===== src/rtl/motoro_ramp_ctrl_if.sv =====
`default_nettype none
// ----------------------------------------------------------------------------
// motoro_ramp_ctrl_if : command valid/ready channel into the ramp sequencer.
// Rev 1.0
// ----------------------------------------------------------------------------
interface motoro_ramp_ctrl_if;
  logic       cmdValid;
  logic       cmdReady;
  logic [9:0] cmdFreq;
  logic       cmdDir;
  logic       cmdStop;

  modport master (
    output cmdValid,
    output cmdFreq,
    output cmdDir,
    output cmdStop,
    input  cmdReady
  );

  modport slave (
    input  cmdValid,
    input  cmdFreq,
    input  cmdDir,
    input  cmdStop,
    output cmdReady
  );
endinterface
`default_nettype wire


===== src/rtl/motoro_ramp_ctrl.sv =====
`default_nettype none
// ----------------------------------------------------------------------------
// motoro_ramp_ctrl : speed ramp + direction sequencer with zero-speed dwell.
// Optional fault input path enabled by MOTORO_RAMP_FAULT_EN.       Rev 1.0
// ----------------------------------------------------------------------------
module motoro_ramp_ctrl #(
  parameter int STEP_TICKS = 50000,
  parameter int F_MIN      = 10,
  parameter int DEAD_TICKS = 500000
) (
  input  wire               clk50mhz,
  input  wire               nReset,
  motoro_ramp_ctrl_if.slave cmd,
`ifdef MOTORO_RAMP_FAULT_EN
  input  wire               faultIn,
  input  wire               faultClr,
`endif
  output logic              m3start,
  output logic [9:0]        m3freq,
  output logic              m3invOrStop,
  output logic              busy,
  output logic [2:0]        state
);

  typedef enum logic [2:0] {
    S_IDLE  = 3'd0,
    S_RAMP  = 3'd1,
    S_RUN   = 3'd2,
    S_DWELL = 3'd3,
    S_FAULT = 3'd4
  } state_t;

  localparam int               CNT_MAX   = (STEP_TICKS > DEAD_TICKS) ? STEP_TICKS : DEAD_TICKS;
  localparam int               CNT_W     = $clog2(CNT_MAX + 1);
  localparam logic [9:0]       FMIN      = 10'(F_MIN);
  localparam logic [CNT_W-1:0] STEP_LAST = CNT_W'(STEP_TICKS - 1);
  localparam logic [CNT_W-1:0] DEAD_LAST = CNT_W'(DEAD_TICKS - 1);

  state_t           state_q, state_d;
  logic             start_q, start_d;
  logic [9:0]       freq_q, freq_d;
  logic             inv_q, inv_d;
  logic             ready_q, ready_d;
  logic             busy_q, busy_d;
  logic [9:0]       tgt_q, tgt_d;
  logic             pend_vld_q, pend_vld_d;
  logic             pend_dir_q, pend_dir_d;
  logic [9:0]       pend_freq_q, pend_freq_d;
  logic [CNT_W-1:0] cnt_q, cnt_d;

  logic             accept;
  logic             cmd_is_stop;
  logic [9:0]       cmd_tgt;
  logic             tick;
  logic             dwell_done;
  logic [9:0]       freq_step;

  assign accept      = cmd.cmdValid & ready_q;
  assign cmd_is_stop = cmd.cmdStop | (cmd.cmdFreq == 10'd0);
  assign cmd_tgt     = cmd_is_stop ? 10'd0 : ((cmd.cmdFreq < FMIN) ? FMIN : cmd.cmdFreq);
  assign tick        = (cnt_q == STEP_LAST);
  assign dwell_done  = (cnt_q == DEAD_LAST);

  always_comb begin
    state_d     = state_q;
    start_d     = start_q;
    freq_d      = freq_q;
    inv_d       = inv_q;
    tgt_d       = tgt_q;
    pend_vld_d  = pend_vld_q;
    pend_dir_d  = pend_dir_q;
    pend_freq_d = pend_freq_q;
    freq_step   = (freq_q < tgt_q) ? (freq_q + 10'd1) : (freq_q - 10'd1);

    // The counter free-runs only where it means something: step ticks in RAMP, dwell time in DWELL.
    if (state_q == S_RAMP) begin
      cnt_d = tick ? '0 : (cnt_q + 1'b1);
    end else if (state_q == S_DWELL) begin
      cnt_d = cnt_q + 1'b1;
    end else begin
      cnt_d = '0;
    end

    case (state_q)
      S_IDLE: begin
        if (accept && !cmd_is_stop) begin
          start_d    = 1'b1;
          freq_d     = FMIN;
          inv_d      = cmd.cmdDir;
          tgt_d      = cmd_tgt;
          pend_vld_d = 1'b0;
          state_d    = S_RAMP;
          cnt_d      = '0;
        end
      end

      S_RAMP, S_RUN: begin
        if (accept) begin
          cnt_d = '0;
          if (cmd_is_stop) begin
            tgt_d      = 10'd0;
            pend_vld_d = 1'b0;
            state_d    = S_RAMP;
          end else if (cmd.cmdDir != inv_q) begin
            // Reversal: spin down to zero first, the new request waits in the pending slot.
            pend_vld_d  = 1'b1;
            pend_dir_d  = cmd.cmdDir;
            pend_freq_d = cmd_tgt;
            tgt_d       = 10'd0;
            state_d     = S_RAMP;
          end else begin
            tgt_d      = cmd_tgt;
            pend_vld_d = 1'b0;
            state_d    = (cmd_tgt == freq_q) ? S_RUN : S_RAMP;
          end
        end else if (state_q == S_RAMP) begin
          if ((tgt_q != 10'd0) && (freq_q == tgt_q)) begin
            state_d = S_RUN;
            cnt_d   = '0;
          end else if (tick) begin
            if (tgt_q == 10'd0) begin
              if (freq_q <= FMIN) begin
                // Direction may only flip while the core is disabled.
                freq_d  = 10'd0;
                start_d = 1'b0;
                if (pend_vld_q) begin
                  inv_d = pend_dir_q;
                end
                state_d = S_DWELL;
                cnt_d   = '0;
              end else begin
                freq_d = freq_q - 10'd1;
              end
            end else begin
              freq_d = freq_step;
              if (freq_step == tgt_q) begin
                state_d = S_RUN;
              end
            end
          end
        end
      end

      S_DWELL: begin
        if (dwell_done) begin
          cnt_d = '0;
          if (pend_vld_q) begin
            start_d    = 1'b1;
            freq_d     = FMIN;
            inv_d      = pend_dir_q;
            tgt_d      = pend_freq_q;
            pend_vld_d = 1'b0;
            state_d    = S_RAMP;
          end else begin
            tgt_d   = 10'd0;
            state_d = S_IDLE;
          end
        end
      end

`ifdef MOTORO_RAMP_FAULT_EN
      S_FAULT: begin
        if (faultClr && !faultIn) begin
          state_d = S_DWELL;
          cnt_d   = '0;
        end
      end
`endif

      default: begin
        state_d = S_IDLE;
      end
    endcase

`ifdef MOTORO_RAMP_FAULT_EN
    // Fault wins over everything, including a command accepted this cycle.
    if (faultIn) begin
      start_d    = 1'b0;
      freq_d     = 10'd0;
      tgt_d      = 10'd0;
      pend_vld_d = 1'b0;
      state_d    = S_FAULT;
      cnt_d      = '0;
    end
`endif

    ready_d = (state_d == S_IDLE) || (state_d == S_RAMP) || (state_d == S_RUN);
    busy_d  = (state_d == S_RAMP) || (state_d == S_DWELL);
  end

  always_ff @(posedge clk50mhz or negedge nReset) begin
    if (!nReset) begin
      state_q     <= S_IDLE;
      start_q     <= 1'b0;
      freq_q      <= 10'd0;
      inv_q       <= 1'b0;
      ready_q     <= 1'b1;
      busy_q      <= 1'b0;
      tgt_q       <= 10'd0;
      pend_vld_q  <= 1'b0;
      pend_dir_q  <= 1'b0;
      pend_freq_q <= 10'd0;
      cnt_q       <= '0;
    end else begin
      state_q     <= state_d;
      start_q     <= start_d;
      freq_q      <= freq_d;
      inv_q       <= inv_d;
      ready_q     <= ready_d;
      busy_q      <= busy_d;
      tgt_q       <= tgt_d;
      pend_vld_q  <= pend_vld_d;
      pend_dir_q  <= pend_dir_d;
      pend_freq_q <= pend_freq_d;
      cnt_q       <= cnt_d;
    end
  end

  assign cmd.cmdReady = ready_q;
  assign m3start      = start_q;
  assign m3freq       = freq_q;
  assign m3invOrStop  = inv_q;
  assign busy         = busy_q;
  assign state        = state_q;

endmodule
`default_nettype wire


===== src/flat_wrapper.sv =====
// flat-port wrapper written by rule: the top's interface ports become plain ports
module motoro_ramp_ctrl_flat 
#(
  parameter int STEP_TICKS = 50000,
  parameter int F_MIN      = 10,
  parameter int DEAD_TICKS = 500000
)
  (clk50mhz, nReset, m3start, m3freq, m3invOrStop, busy, state, cmd_cmdValid, cmd_cmdFreq, cmd_cmdDir, cmd_cmdStop, cmd_cmdReady);
  motoro_ramp_ctrl_if cmd_i ();
  input  wire clk50mhz;
  input  wire nReset;
  output logic m3start;
  output logic [9:0] m3freq;
  output logic m3invOrStop;
  output logic busy;
  output logic [2:0] state;
  input wire logic [$bits(cmd_i.cmdValid)-1:0] cmd_cmdValid;
  input wire logic [$bits(cmd_i.cmdFreq)-1:0] cmd_cmdFreq;
  input wire logic [$bits(cmd_i.cmdDir)-1:0] cmd_cmdDir;
  input wire logic [$bits(cmd_i.cmdStop)-1:0] cmd_cmdStop;
  output wire logic [$bits(cmd_i.cmdReady)-1:0] cmd_cmdReady;
  assign cmd_i.cmdValid = cmd_cmdValid;
  assign cmd_i.cmdFreq = cmd_cmdFreq;
  assign cmd_i.cmdDir = cmd_cmdDir;
  assign cmd_i.cmdStop = cmd_cmdStop;
  assign cmd_cmdReady = cmd_i.cmdReady;
  motoro_ramp_ctrl #(.STEP_TICKS(STEP_TICKS), .F_MIN(F_MIN), .DEAD_TICKS(DEAD_TICKS)) u_core (.clk50mhz(clk50mhz), .nReset(nReset), .cmd(cmd_i), .m3start(m3start), .m3freq(m3freq), .m3invOrStop(m3invOrStop), .busy(busy), .state(state));
endmodule

===== config.mk =====
export PLATFORM = sky130hd
export DESIGN_NAME = motoro_ramp_ctrl_flat
export DESIGN_NICKNAME = d
export VERILOG_FILES = /design/src/rtl/motoro_ramp_ctrl_if.sv /design/src/rtl/motoro_ramp_ctrl.sv /design/src/flat_wrapper.sv
export SDC_FILE = /design/constraint.sdc
export NUM_CORES = 1
export LEC_CHECK = 0
export ABC_CLOCK_PERIOD_IN_PS = 3800
export CAP_MARGIN = 20
export CORE_MARGIN = 2
export CORE_UTILIZATION = 59
export DETAILED_ROUTE_END_ITERATION = 12
export GPL_TIMING_DRIVEN = 1
export PLACE_DENSITY = 0.81
export SYNTH_ARGS = -nofsm -noshare
export SYNTH_HDL_FRONTEND = slang
export SYNTH_SLANG_ARGS = --single-unit

===== constraint.sdc =====
create_clock -name clk50mhz -period 3.8 [get_ports clk50mhz]
set_clock_uncertainty 0.05 [all_clocks]
set_input_delay 0.57 -clock clk50mhz [delete_from_list [all_inputs] [get_ports clk50mhz]]
set_output_delay 0.57 -clock clk50mhz [all_outputs]
set_load 0.01 [all_outputs]

# [After elaboration in Yosys (flattened, before gate mapping)]
# Cells that the tools add are included.
# Widths: inputs -> output; s select.
[word_totals] register_bits=58 out_inout_bits=17 inputBits=15
[op_classes] n_mux=72 order_cmp=3 eq_ne=22 add_sub_neg=3 n_bitwise=3 n_reduce_logical=18
[op_table] op="$mux 19" count=11
[op_table] op="$mux 10" count=18
[op_table] op="$pmux 10 s3" count=2
[op_table] op="$pmux 19 s3" count=1
[op_table] op="$mux 3" count=11
[op_table] op="$eq 10x10->1" count=3
[op_table] op="$mux 1" count=24
[op_table] op="$logic_not 10->1" count=2
[op_table] op="$add 19x1->19 const B" count=1
[op_table] op="$eq 19x16->1 const B" count=1
[op_table] op="$eq 19x19->1 const B" count=1
[op_table] op="$ne 2x1->1 const B" count=8
[op_table] op="$eq 3x2->1 const B" count=4
[op_table] op="$add 10x1->10 const B" count=1
[op_table] op="$le 10x4->1 const B" count=1
[op_table] op="$lt 10x10->1" count=1
[op_table] op="$lt 10x4->1 const B" count=1
[op_table] op="$reduce_and 10->1" count=1
[op_table] op="$reduce_bool 10->1" count=1
[op_table] op="$sub 10x1->10 const B" count=1
[op_table] op="$pmux 1 s3" count=3
[op_table] op="$pmux 3 s3" count=1
[op_table] op="$reduce_and 9->1" count=1
[op_table] op="$reduce_and 4->1" count=2
[op_table] op="other kinds (14)" count=20

# [Logic depth before layout (Yosys ltp)]
[logic_depth] ltp_word=13 mapped_depth=12

# [Worst setup path after synthesis]
# No wires, ideal clock.
[synth_path] kind="register -> register" from="register u_core.freq_q[5] (netlist: u_core.m3freq[5])" to="register u_core.busy_q (netlist: u_core.busy)" setup_slack_ns=0.346 synth_period_minus_slack_ns=3.454 t_arrival_ns=3.275 n_path_buf=0 stages_incl_launch_ff=10 setup_ns=0.129 path_cell_list="dfrtp_1 ha_1 a21oi_1 o21ai_1 a2111oi_4 mux2i_1 xnor2_1 or4_1 o31a_1 a2111o_1"
[synth_between] elab_chain_len=12
[synth_rtl] element="start, declared" line="motoro_ramp_ctrl.sv:41" rtl="logic [9:0] freq_q, freq_d;"
[synth_rtl] element="start signal, assigned" line="motoro_ramp_ctrl.sv:207" rtl="freq_q <= freq_d;"
[synth_rtl] element="$sub 10x1->10 (tied with other cells)" line="motoro_ramp_ctrl.sv:73" rtl="freq_step = (freq_q < tgt_q) ? (freq_q + 10'd1) : (freq_q - 10'd1);"
[synth_rtl] element="$mux 10" line="motoro_ramp_ctrl.sv:73"
[synth_rtl] element="$eq 10x10->1" line="motoro_ramp_ctrl.sv:136" rtl="if (freq_step == tgt_q) begin"
[synth_rtl] element="$mux 3" line="motoro_ramp_ctrl.sv:136"
[synth_rtl] element="$mux 3" line="motoro_ramp_ctrl.sv:121" rtl="if (tgt_q == 10'd0) begin"
[synth_rtl] element="$mux 3" line="motoro_ramp_ctrl.sv:120" rtl="end else if (tick) begin"
[synth_rtl] element="$mux 3" line="motoro_ramp_ctrl.sv:117" rtl="if ((tgt_q != 10'd0) && (freq_q == tgt_q)) begin"
[synth_rtl] element="$mux 3" line="motoro_ramp_ctrl.sv:116" rtl="end else if (state_q == S_RAMP) begin"
[synth_rtl] element="$mux 3 (*)" line="motoro_ramp_ctrl.sv:98" rtl="if (accept) begin"
[synth_rtl] element="$pmux 3 s3 (*)" line="motoro_ramp_ctrl.sv:84" rtl="case (state_q)"
[synth_rtl] element="$eq 3x1->1 or $eq 3x2->1 (tied branches)" line="motoro_ramp_ctrl.sv:188" rtl="busy_d = (state_d == S_RAMP) || (state_d == S_DWELL);"
[synth_rtl] element="$logic_or 1x1->1 (*)" line="motoro_ramp_ctrl.sv:188"
[synth_rtl] element="net u_core.busy_d" line="motoro_ramp_ctrl.sv:44" rtl="logic busy_q, busy_d;"
[synth_rtl] element="end signal, assigned" line="motoro_ramp_ctrl.sv:210" rtl="busy_q <= busy_d;"
[synth_rtl] element="end, declared" line="motoro_ramp_ctrl.sv:44"
# The timed path passes the listed nets; every way through them passes the cells marked *.
# A chain may end at the register's enable or synchronous reset.

# [Worst setup path after layout]
[layout_path] from="register u_core.tgt_q[3]" to="register u_core.busy_q (netlist: u_core.busy)"
[layout_between] elab_chain_len=12
[layout_rtl] element="start, declared" line="motoro_ramp_ctrl.sv:45" rtl="logic [9:0] tgt_q, tgt_d;"
[layout_rtl] element="start signal, assigned" line="motoro_ramp_ctrl.sv:211" rtl="tgt_q <= tgt_d;"
[layout_rtl] element="$lt 10x10->1" line="motoro_ramp_ctrl.sv:73"
[layout_rtl] element="$mux 10" line="motoro_ramp_ctrl.sv:73"
[layout_rtl] element="$eq 10x10->1" line="motoro_ramp_ctrl.sv:136"
[layout_rtl] element="$mux 3" line="motoro_ramp_ctrl.sv:136"
[layout_rtl] element="$mux 3" line="motoro_ramp_ctrl.sv:121"
[layout_rtl] element="$mux 3" line="motoro_ramp_ctrl.sv:120"
[layout_rtl] element="$mux 3 (*)" line="motoro_ramp_ctrl.sv:117"
[layout_rtl] element="$mux 3 (*)" line="motoro_ramp_ctrl.sv:116"
[layout_rtl] element="$mux 3 (*)" line="motoro_ramp_ctrl.sv:98"
[layout_rtl] element="$pmux 3 s3 (*)" line="motoro_ramp_ctrl.sv:84"
[layout_rtl] element="$eq 3x1->1 or $eq 3x2->1 (tied branches)" line="motoro_ramp_ctrl.sv:188"
[layout_rtl] element="$logic_or 1x1->1 (*)" line="motoro_ramp_ctrl.sv:188"
[layout_rtl] element="net u_core.busy_d" line="motoro_ramp_ctrl.sv:44"
# Marked as above.

==> flow_metrics.env <==
export IMPL_tightest_slew_ns=0.928
export IMPL_n_fill_cell=551
export IMPL_synthArstFlopShare=1.00
export IMPL_path_buf_inv=2
export IMPL_drtIter0Drc=332
export IMPL_die_height_um=87.6
export IMPL_first_pass_iters=5
export IMPL_setup_worst_path_start_class="flop"
export IMPL_p_int_uw=1740
export IMPL_detail_route_antenna_nets=0
export IMPL_clk_latency_ns=0.35
export IMPL_synth_distinct_cells=61
export IMPL_path_class="flop to flop"
export IMPL_end_kind="flop"
export IMPL_hold_path_class="primary input to async pin"
export IMPL_syn2layout_area_growth_pct=16.6
export IMPL_slew_headroom=0.381
export IMPL_cts_inserted_buffers=9
export IMPL_postCtsResizedCells=0
export IMPL_outcome="complete, no violations"
export IMPL_vias=3913
export IMPL_postSynthAreaPerCell_um2=8.62
export IMPL_diodes=0
export IMPL_combPwrFrac=0.544
export IMPL_routed_wl_mm=11.5
export IMPL_routabilityCongestion=1.07
export IMPL_hold_buffers=0
export IMPL_cp_slowest_cell="a2111oi_4"
export IMPL_dp_slack_ns=0.208
export IMPL_max_cap_violations=0
export IMPL_route_detailed_drc=0
export IMPL_rsz0062_at_grt="false"
export IMPL_root_buffer="clkbuf_8"
export IMPL_p_seq_frac=0.288
export IMPL_synthTopCellsByArea="dfrtp_1 (35%), xnor2_1 (6.4%), nor2_1 (5.4%)"
export IMPL_path_cells="inv_1, ha_1, a21oi_1, o21ai_1, a2111oi_4, buf_4, mux2i_1, xnor2_1, or4_1, o31a_1, a2111o_1"
export IMPL_pwr_share_clk=0.169
export IMPL_yosys_area_top_type_share=0.346
export IMPL_worstPathMaxFanout=5
export IMPL_drv_slew=0
export IMPL_multi_input_area_mm2=0.00250
export IMPL_slowest_delay_ns=0.50
export IMPL_p_sw_uw=1360
export IMPL_required_ns=3.98
export IMPL_path_clk_slew_ns=0.08
export IMPL_nNetsFinal=550
export IMPL_row_count=30
export IMPL_detail_route_wl_per_cell_um=18.4
export IMPL_grtUsageTotal=0.322
export IMPL_setup_viol=0
export IMPL_hold_viol=0
export IMPL_crit_family="compound AO/OA/AOI/OAI gates"
export IMPL_grt_pass1_wl_mm=18.8
export IMPL_irDropWorstVdd_uv=304
export IMPL_syn_inst=478
export IMPL_syn_area_mm2=0.00412
export IMPL_worst_ep_arrival_time_ns=3.81
export IMPL_min_period_ns=3.63
export IMPL_synthFlopType="dfrtp_1"
export IMPL_port_buffers=31
export IMPL_clockBufferDepth=2
export IMPL_clock_sinks=58
export IMPL_cts_tree="yes"
export IMPL_ys_seq_area_frac=0.352
export IMPL_setup_ws_ns=0.175
export IMPL_ys_seq_elements=58
export IMPL_grt_antenna_before_repair=0
export IMPL_dieWidth_um=87.6
export IMPL_grt_pass1_vias=3839
export IMPL_tns_ns=0
export IMPL_synthTopCellsByCount="nor2_1 (59), dfrtp_1 (57), nand2_1 (35), xnor2_1 (30), a21oi_1 (29)"
export IMPL_powerDensity_mw_per_mm2=646
export IMPL_fin_crit_sh=0.954
export IMPL_area_sequential_mm2=0.00145
export IMPL_synth_edf_count=0
export IMPL_grt_ovfl_total=0
export IMPL_via_per_inst=6.29
export IMPL_syn_num_nets=507
export IMPL_p_leak_uw=0.00195
export IMPL_synth_top_area_cell="dfrtp_1"
export IMPL_htree_levels=3
export IMPL_drive_gt1_frac=0.0913
export IMPL_grt_max_degree=40
export IMPL_fmax_mhz=276
export IMPL_final_util=0.707
export IMPL_core_area_mm2=0.00679
export IMPL_num_io_pins=32
export IMPL_swShare=0.438
export IMPL_die_area_mm2=0.00767
export IMPL_initial_core_util=0.607
export IMPL_hpwl_mm=8.26
export IMPL_post_cts_setup_buffers=0
export IMPL_power_uw=3100
export IMPL_synth_yosys_warnings=0
export IMPL_yosysMostFrequentCell="nor2_1"
[routing by layer]
layer	vias up	wire (um)	global-route usage
li1	1828	-	-
met1	1874	4750	0.406
met2	179	5710	0.540
met3	32	670	0.0518
met4	0	324	0.158
met5	-	0	0
[state kept, by name, summed over array words and instances, names as in the netlist]
register             flops
u_core.m3freq           10
u_core.tgt_q            10
u_core.cmd.cmdReady      1
u_core.state             3
u_core.busy              1
u_core.m3start           1
u_core.pend_vld_q        1
u_core.cnt_q            19
u_core.m3invOrStop       1
u_core.pend_dir_q        1
u_core.pend_freq_q      10
[cell type report]
| class | count | share of cell area |
|---|---|---|
| inverter | 21 | 0.0164 |
| multi-input combinational | 377 | 0.520 |
| timing repair buffer | 54 | 0.0995 |
| clock buffer | 10 | 0.0286 |
| clock inverter | 6 | 0.00859 |
| tap | 96 | 0.0250 |
| sequential | 58 | 0.302 |
[cells in the final DEF, fill, tap and decap left out, drive strengths merged, types with 4 or more instances in the layout]
cell type and count:
xor2 17, xnor2 30, and3 8, mux2i 9
clkbuf 10, o21ai 16, clkdlybuf4s50 30, nand3 17
a41oi 4, nand2b 9, a31oi 8, nand4 11
dfrtp 57, buf 24, nor4 9, nor2 59
ha 14, nor4b 4, nand2 35, inv 22
nor2b 8, a221oi 9, a21oi 29, nor3 14
a211oi 10, mux2 7, and2 5
[cells by family (layout without fill, tap and decap cells)]
group | after synthesis | count (layout) | share of synthesized area
other cells | 1 | 1 | 0.000910
simple gates | 195 | 195 | 0.245
buf+inv | 43 | 91 | 0.0419
xor+xnor | 47 | 47 | 0.0998
mux | 16 | 16 | 0.0410
flops | 58 | 58 | 0.352
compound gates | 104 | 104 | 0.177
fa+ha+maj | 14 | 14 | 0.0425
[power groups by stage]
stage | sequential, uW | combinational [uW] | clock, uW
3_3_place_gp | 890 | 1610 | 0
2_1_floorplan | 894 | 1110 | 0
3_5_place_dp | 899 | 1650 | 0
5_1_grt | 907 | 1840 | 563
6_report | 893 | 1690 | 524
4_1_cts | 889 | 1660 | 527
[worst paths after layout]
path / from / cells after the start / end / slack [ns]
worst max-delay path: u_core.tgt_q[3] / 11 / u_core.busy / 0.17
worst min-delay path: nReset / 1 / u_core.m3freq[2] / 0.31
worst max register to register: u_core.tgt_q[3] / 11 / u_core.busy / 0.17
worst min register to register: u_core.cnt_q[0] / 1 / u_core.cnt_q[0] / 0.44
max in group asynchronous: nReset / 2 / u_core.tgt_q[1] / 2.57
min in group clk50mhz: u_core.cnt_q[0] / 1 / u_core.cnt_q[0] / 0.44
[per-stage QoR]
step	cell area [um^2]	std cells	hold slack (ns)
finish	4810	622	0.308
global route	4810	622	0.388
CTS	4810	622	0.335
detailed placement	4630	606	0.429
global placement	4630	606	0.421
floorplan	4120	478	0.224
Power figures use the tool's default switching activity.
